==> src/rtl/sad_pkg.sv <==
// Shared defaults, FSM state type and SAD width helper for the SAD engine.
package sad_pkg;

  function automatic int sad_width(input int npix, input int width);
    return $clog2(npix * ((1 << width) - 1) + 1);
  endfunction

  localparam int DEF_WIDTH = 8;
  localparam int DEF_NPIX  = 80;
  localparam int DEF_LANES = 8;
  localparam int DEF_IDX_W = 8;
  localparam int DEF_SAD_W = sad_width(DEF_NPIX, DEF_WIDTH);

  typedef enum logic [1:0] {
    IDLE,
    RUN,
    DONE
  } state_t;

endpackage

==> src/rtl/sad_lane_sum.sv <==
// Combinational sum of LANES absolute pixel differences.
module sad_lane_sum #(
  parameter int WIDTH = 8,
  parameter int LANES = 8
) (
  input  logic [LANES*WIDTH-1:0]         a,
  input  logic [LANES*WIDTH-1:0]         b,
  output logic [WIDTH+$clog2(LANES)-1:0] sum
);

  localparam int SUM_W = WIDTH + $clog2(LANES);

  logic [WIDTH:0]   diff [LANES];
  logic [WIDTH-1:0] mag  [LANES];

  // One extra bit keeps the sign of the difference, so |a-b| never wraps.
  for (genvar k = 0; k < LANES; k++) begin : g_lane
    assign diff[k] = {1'b0, a[k*WIDTH +: WIDTH]} - {1'b0, b[k*WIDTH +: WIDTH]};
    assign mag[k]  = diff[k][WIDTH] ? WIDTH'(-diff[k]) : diff[k][WIDTH-1:0];
  end

  // NOTE: combinational blocks assign every output a default first, so no
  // path leaves it unassigned and no latch is inferred.
  always_comb begin
    sum = '0;
    for (int k = 0; k < LANES; k++) begin
      sum = sum + SUM_W'(mag[k]);
    end
  end

endmodule

==> src/rtl/sad_engine.sv <==
// Sum-of-absolute-differences engine: reduces an 80-pixel block pair LANES
// pixels per cycle and tracks the best candidate across a search.
module sad_engine
  import sad_pkg::*;
#(
  parameter int WIDTH = DEF_WIDTH,
  parameter int NPIX  = DEF_NPIX,
  parameter int LANES = DEF_LANES,
  parameter int SAD_W = DEF_SAD_W,
  parameter int IDX_W = DEF_IDX_W
) (
  input  logic                  clk,
  input  logic                  rst,
  input  logic [NPIX*WIDTH-1:0] cur_in,
  input  logic [NPIX*WIDTH-1:0] ref_in,
  input  logic                  in_valid,
  output logic                  in_ready,
  output logic [SAD_W-1:0]      sad_out,
  output logic                  sad_valid,
  input  logic                  out_ready,
  input  logic                  min_clear,
  output logic [SAD_W-1:0]      best_sad,
  output logic [IDX_W-1:0]      best_idx,
  output logic [IDX_W-1:0]      cand_idx
);

  localparam int STEPS     = NPIX / LANES;
  localparam int CNT_W     = (STEPS > 1) ? $clog2(STEPS) : 1;
  localparam int LANE_BITS = LANES * WIDTH;
  localparam int PART_W    = WIDTH + $clog2(LANES);

  state_t state, state_nxt;

  logic [LANE_BITS-1:0] cur_q [STEPS];
  logic [LANE_BITS-1:0] ref_q [STEPS];
  logic [SAD_W-1:0]     acc;
  logic [SAD_W-1:0]     sad_total;
  logic [CNT_W-1:0]     lane_cnt;
  logic [PART_W-1:0]    partial;
  logic                 accept;
  logic                 last_lane;
  logic                 complete;

  assign in_ready  = (state == IDLE);
  assign accept    = in_ready && in_valid;
  assign last_lane = (lane_cnt == CNT_W'(STEPS - 1));
  assign complete  = (state == RUN) && last_lane;
  assign sad_total = acc + SAD_W'(partial);

  sad_lane_sum #(
    .WIDTH (WIDTH),
    .LANES (LANES)
  ) u_lane_sum (
    .a   (cur_q[lane_cnt]),
    .b   (ref_q[lane_cnt]),
    .sum (partial)
  );

  always_comb begin
    state_nxt = state;
    unique case (state)
      IDLE:    if (in_valid)  state_nxt = RUN;
      RUN:     if (last_lane) state_nxt = DONE;
      DONE:    if (out_ready) state_nxt = IDLE;
      default: state_nxt = IDLE;
    endcase
  end

  always_ff @(posedge clk or posedge rst) begin
    if (rst) state <= IDLE;
    else     state <= state_nxt;
  end

  // NOTE: the block buffers carry no reset; they are only read in RUN, which
  // is reachable solely through a capture that overwrites every slice.
  always_ff @(posedge clk) begin
    if (accept) begin
      for (int s = 0; s < STEPS; s++) begin
        cur_q[s] <= cur_in[s*LANE_BITS +: LANE_BITS];
        ref_q[s] <= ref_in[s*LANE_BITS +: LANE_BITS];
      end
    end
  end

  // NOTE: clocked state uses non-blocking assignments so every register
  // samples pre-edge values regardless of statement order.
  always_ff @(posedge clk or posedge rst) begin
    if (rst) begin
      acc       <= '0;
      lane_cnt  <= '0;
      sad_out   <= '0;
      sad_valid <= 1'b0;
    end else begin
      if (accept) begin
        acc      <= '0;
        lane_cnt <= '0;
      end else if (state == RUN) begin
        acc      <= sad_total;
        lane_cnt <= last_lane ? '0 : lane_cnt + CNT_W'(1);
        if (last_lane) begin
          sad_out   <= sad_total;
          sad_valid <= 1'b1;
        end
      end else if (state == DONE && out_ready) begin
        sad_valid <= 1'b0;
      end
    end
  end

  // Clear beats completion; a candidate completing on the clear edge
  // becomes index 0 of the new search.
  always_ff @(posedge clk or posedge rst) begin
    if (rst) begin
      best_sad <= '1;
      best_idx <= '0;
      cand_idx <= '0;
    end else if (min_clear) begin
      best_sad <= complete ? sad_total : '1;
      best_idx <= '0;
      cand_idx <= complete ? IDX_W'(1) : '0;
    end else if (complete) begin
      if (sad_total < best_sad) begin
        best_sad <= sad_total;
        best_idx <= cand_idx;
      end
      cand_idx <= cand_idx + IDX_W'(1);
    end
  end

endmodule
==> config.mk <==
export PLATFORM = sky130hd
export DESIGN_NAME = sad_engine
export DESIGN_NICKNAME = d
export VERILOG_FILES = /design/src/rtl/sad_pkg.sv /design/src/rtl/sad_lane_sum.sv /design/src/rtl/sad_engine.sv
export SDC_FILE = /design/constraint.sdc
export NUM_CORES = 2
export LEC_CHECK = 0
export CORE_AREA = 5 5 521 523
export DETAILED_ROUTE_END_ITERATION = 16
export DIE_AREA = 0 0 526 528
export PLACE_DENSITY = 0.41
export SYNTH_ARGS = -nofsm -noshare
export SYNTH_HDL_FRONTEND = slang
export SYNTH_HIERARCHICAL = 1
export SYNTH_SLANG_ARGS = --single-unit
==> constraint.sdc <==
create_clock -name clk -period 33.9 [get_ports clk]
set_input_delay 6.78 -clock clk [delete_from_list [all_inputs] [get_ports clk]]
set_output_delay 6.78 -clock clk [all_outputs]
set_load 0.05 [all_outputs]
Word level (Yosys, flattened, before mapping). Memory sizes are Yosys's and may differ from the RTL's. Index checks and enable logic that the tools add are counted.

Word-level logic and storage cells: 88. Memories: 2. Bits in writable memories: 1280. Output and inout bits: 48. Flip-flop bits (word level): 68. Input bits: 1285.

Multiplexer cells: 32. Bitwise gates (word level): 1. Eq/ne operators: 6. Reduce and logical (&&, ||, !) cells: 12. Magnitude comparators: 1. Add/subtract/negate cells: 26.

Memories: cur_q (depth 10, bits a word 64, rd ports 1, clocked after Yosys merged registers in 0, wr ports 10, RTL line sad_engine.sv:34) `logic [LANE_BITS-1:0] cur_q [STEPS];`; ref_q (depth 10, bits a word 64, rd ports 1, clocked after Yosys merged registers in 0, wr ports 10, RTL line sad_engine.sv:35) `logic [LANE_BITS-1:0] ref_q [STEPS];`.

Operator list (number): 8-bit two-way mux (13); 15-bit two-way mux (6); 8-bit by 8-bit subtractor with 9-bit output (8); 11-bit by 8-bit adder with 11-bit output (6); 8-bit negation (8); 15-bit by 11-bit adder with 15-bit output (1); 15-bit less-than comparator (1); 4-bit two-way mux (3); 8-bit by 8-bit adder with 9-bit output (1); 3-bit AND reduction (3); 8-bit by 1-bit adder with 8-bit output, second input constant (1); 2-bit nonzero test (4); 1-bit two-way mux (6); 2-bit two-way mux (3); 2-bit inequality test, second input constant (3); 2-bit one-hot mux with 3 select lines (1); 4-bit by 1-bit adder with 4-bit output, second input constant (1); 4-bit == test, second input constant (1); 1-bit logical AND (3); 2-bit by 1-bit == test with 1-bit output, second input constant (1); 2-bit == test, second input constant (1); 2-bit logical NOT (1); 2-bit AND reduction (1); 1-bit NOT (1).

Depth between registers and ports, before layout. An unclocked memory read counts as a cell.

Depth after elaboration: 16. Mapped depth: 52. Gate-level depth less buffers: 48.

By module. Netlist, hierarchy kept.

By module, submodules not included: sad_engine (area an instance 52361.5 µm², cells each 2579, times used 1, sequential area each 40157.3 µm²); sad_lane_sum (area an instance 5436.5 µm², cells each 705, times used 1, sequential area each 0.0 µm²).

Worst setup path after synthesis. Ideal clock, no wire load.

Kind: input to register. From: input in_valid. To: register acc[0]. Data arrival time: 33491 ps. Cell stages on the path: 3. Library setup time: 1187 ps. Buffers on the path: 0. Path slack: -778 ps. Data required time: 32713 ps. Path through: nand2_1 -> inv_1 -> o21ai_0.

Longest elaborated chain between the ends: 2. Elaborated cells between the ends (all ways): 3. Classes of those cells: mux: 1; reduce/logical: 2.

Ends and longest elaborated chain: start, declared (RTL line sad_engine.sv:16) `input logic in_valid,`; 1-bit logical AND * (RTL line sad_engine.sv:45) `assign accept = in_ready && in_valid;`; net accept (RTL line sad_engine.sv:40) `logic accept;`; 15-bit two-way mux or 2-bit nonzero test (tied branches); end signal, assigned (RTL line sad_engine.sv:98) `acc <= sad_total;`; end, declared (RTL line sad_engine.sv:36) `logic [SAD_W-1:0] acc;`.

Mark *: on every way through the listed nets, which the timed path passes. The rest lies on a longest branch. A chain may end at the register's enable or synchronous reset.

Final worst setup path.
From: register lane_cnt[0]. To: register best_sad[12].

Longest elaborated chain between the ends: 15. Elaborated cells between the ends (all ways): 44. Classes of those cells: add/sub: 24; order compare: 1; eq/ne: 1; mux: 12; reduce/logical: 4; memory: 2.

Ends and longest elaborated chain: start, declared (RTL line sad_engine.sv:38) `logic [CNT_W-1:0] lane_cnt;`; start signal, assigned (RTL line sad_engine.sv:99) `lane_cnt <= last_lane ? '0 : lane_cnt + CNT_W'(1);`; memory 10 x 64 bit (on tied branches); 8-bit by 8-bit subtractor with 9-bit output (RTL line sad_lane_sum.sv:18) `assign diff[k] = {1'b0, a[k*WIDTH +: WIDTH]} - {1'b0, b[k*WIDTH +: WIDTH]};`; 8-bit negation (RTL line sad_lane_sum.sv:19) `assign mag[k] = diff[k][WIDTH] ? WIDTH'(-diff[k]) : diff[k][WIDTH-1:0];`; 8-bit two-way mux (RTL line sad_lane_sum.sv:19); 8-bit by 8-bit adder with 9-bit output (RTL line sad_lane_sum.sv:27) `sum = sum + SUM_W'(mag[k]);`; 11-bit by 8-bit adder with 11-bit output (5 in a row) (RTL line sad_lane_sum.sv:27); 11-bit by 8-bit adder with 11-bit output * (RTL line sad_lane_sum.sv:27); net partial[10] (RTL line sad_engine.sv:39) `logic [PART_W-1:0] partial;`; 15-bit by 11-bit adder with 15-bit output * (RTL line sad_engine.sv:48) `assign sad_total = acc + SAD_W'(partial);`; net sad_total[11] (RTL line sad_engine.sv:37) `logic [SAD_W-1:0] sad_total;`; 15-bit less-than comparator * (RTL line sad_engine.sv:122) `if (sad_total < best_sad) begin`; 2-bit nonzero test (no line) *; 2-bit AND reduction (no line) *; end signal, assigned (RTL line sad_engine.sv:118) `best_sad <= complete ? sad_total : '1;`; end signal, assigned (RTL line sad_engine.sv:123) `best_sad <= sad_total;`; end, declared (RTL line sad_engine.sv:22) `output logic [SAD_W-1:0] best_sad,`.

Mark *: on every way through the listed nets, which the timed path passes. The rest lies on a longest branch. The select of a mux whose other input is x is not followed.

==> metrics <==
Min Hold Slack=0.4768 ns; CTS max path bufs=4; GP Congestion=0.7977; Setup TNS=0 ns; placed cells=8085; syn nets=4737; cell taking the most area after synthesis=edfxtp_1; Max Slew Vio Count=0; global-route wire length before repair=328700 um; layout cell share with drive strength beyond 1=0.1263; Setup Skew=0.07326 ns; Hold Fails Final Rpt=0; synthesized instance count=3284; post-CTS resize count=0; reg2reg end=best_sad[12]; top cells by area, synth=edfxtp_1 (67%), mux4_2 (10%), ha_1 (2.6%); Core Area=266500 sq um; Clock Pin Slew Worst Setup and Hold Paths=0.07 ns; HP Class=reg2reg; total gr overflow=0; RSZ-0062 raised after global routing=no; startpoint types=flip-flop; ys async rst share=0.05045; library cells used by synthesis=75; worst slew pin tran=1.214 ns; most frequent cells in the layout=clkdlybuf4s50_1 (1332), edfxtp_1 (1280), mux4_2 (256), a21oi_1 (188), clkbuf_16 (175); wire per inst=29.48 um; crit path capture type=flip-flop; synth warn=6; Root Buffer=clkbuf_16; Critical Path Start=lane_cnt[0]; initial drt markers=2596; CP max stage cell=dfrtp_4; Max-slew headroom=0.1888; CTS tree=done; Tmin final=13.47 ns; Req. time, crit path=34.62 ns; CP Capture Point=best_sad[12]; Post-synth EDFFs=1280; router iterations before antenna repair=5; Non-Filler Instances=8466; r2r startpoint=lane_cnt[0]; total wire length=249600 um; postcts setup bufs=0; Die ar.=277700 sq um; Worst Path Class, Setup=reg2reg; cts-stage hold buffer count=0; Final setup violation count=0; Die Span Y=528 um; Ports=1333; Post-synth top flop=edfxtp_1; DIE WIDTH=526 um; most common cell after layout, fill and taps aside=clkdlybuf4s50_1; Vias per Instance=4.223; critical path's most frequent cell=fa_1; Seq/Total Area, Yosys=0.6948; Rows=190; cells on worst reg2reg path=43; Via Count=35760; port bufs=1332; synthesis-stage register bit count=1348; top-area cell type share of the netlist area=0.6650; FF-to-FF setup slack=20.43 ns; syn_area_per_cell=17.60 sq um; Mapped Area=57800 sq um; largest net degree at the start of global routing=169; WP data arrival=14.20 ns; initial antenna violation count=195; fmax=0.07423 GHz; CTS sink count=1348; pre-CTS setup slack=20.21 ns; CP max FO=34; CTS Buf Count=171; Detailed Place HPWL=197300 um; post-layout net count=6159; number of DRC violations after detailed routing=0; vias in the first global route=37800; Area Overhead vs Synth=39.76%; Antenna Nets Post-Route=0; Total Routing Usage GR=0.1726; MaxCap Viol Count=0; critical path's largest stage delay=0.99 ns; htree depth=4; Filler cells=26440; Worst Slack Setup Final=20.43 ns; Final period util=0.3974; insertion delay to the later sink of the worst-skew pair=0.83 ns; Initial Utilization=0.2169; status=finished, final reports clean
[critical path: cells and delay by family (launching register included)]
| family | cells | cell delay [ns] |
|---|---|---|
| AO/OA/AOI/OAI | 16 | 4.09 |
| XOR/XNOR | 1 | 0.32 |
| adder cells (fa/ha/maj) | 11 | 4.41 |
| buffers and inverters | 7 | 1.54 |
| flip-flops | 1 | 0.99 |
| multiplexers | 2 | 0.91 |
| AND/OR/NAND/NOR | 6 | 1.02 |
[kinds of logic after synthesis]
group | synth area share
flip-flops | 0.6948
XOR/XNOR | 0.01743
multiplexers | 0.1260
AO/OA/AOI/OAI | 0.05804
AND/OR/NAND/NOR | 0.03775
buffers and inverters | 0.02310
adder cells (fa/ha/maj) | 0.04286
[flip-flops by register name, indices dropped and copies added (netlist names)]
name       cells
best_sad      15
state          2
lane_cnt       4
ref_q        640
cur_q        640
sad_valid      1
acc           15
sad_out       15
best_idx       8
cand_idx       8
[Yosys cell counts (all sizes together) (3+ instances only)]
cell    instances
a211oi        140
a21boi          3
a21o           20
a21oi         193
a22o            7
a31oi          18
and3            4
buf            73
clkbuf         74
dfrtp          53
dfstp          15
edfxtp       1280
fa             50
ha            118
inv           168
mux2            6
mux2i         145
mux4          256
nand2          51
nand2b         16
nand3          27
nand4           7
nor2          127
nor2b         144
nor3           22
nor3b           3
nor4            3
o21a           15
o21ai          61
o21bai          7
o22a            7
o311ai          9
o31ai           7
or2             4
or3             3
or4             4
xnor2          45
xor2           70
[cell type report]
type / count / area (sq um) / share of cell area
Antenna cell: 78 / 195.2 / 0.002416
Clock buffer: 215 / 4559 / 0.05644
Clock inverter: 88 / 613.1 / 0.007590
Inverter: 168 / 634.4 / 0.007853
Multi-Input combinational cell: 1621 / 16310 / 0.2019
Sequential cell: 1348 / 40170 / 0.4973
Tap cell: 3552 / 4444 / 0.05502
Timing Repair Buffer: 1396 / 13850 / 0.1715
[per-stage QoR]
step           cell area [sq um]    util
4_1_cts                    80580  0.3024
3_3_place_gp               75410  0.2830
6_report                   80780  0.3031
5_1_grt                    80680  0.3027
2_1_floorplan              57800       -
3_5_place_dp               75410  0.2830
[per-layer routing]
| metal | part of all wire | track usage |
|---|---|---|
| met5 | 0.0034 | 0 |
| met2 | 0.48 | 0.2822 |
| met3 | 0.095 | 0.06952 |
| met1 | 0.39 | 0.2052 |
| met4 | 0.030 | 0.06196 |
[how the worst min path moves through the flow]
stage | end | cells past startpoint | start
floorplan | acc[2] | 2 | acc[2]
global placement | sad_out[0] | 2 | sad_out[0]
detailed placement | sad_out[0] | 2 | sad_out[0]
CTS | sad_out[0] | 2 | sad_out[0]
global route | sad_out[0] | 2 | sad_out[0]
finish | sad_out[4] | 2 | sad_out[4]
Power is left out: the tool's default activity adds up to more than one toggle a clock period on the data nets, which glitch-free logic cannot reach.
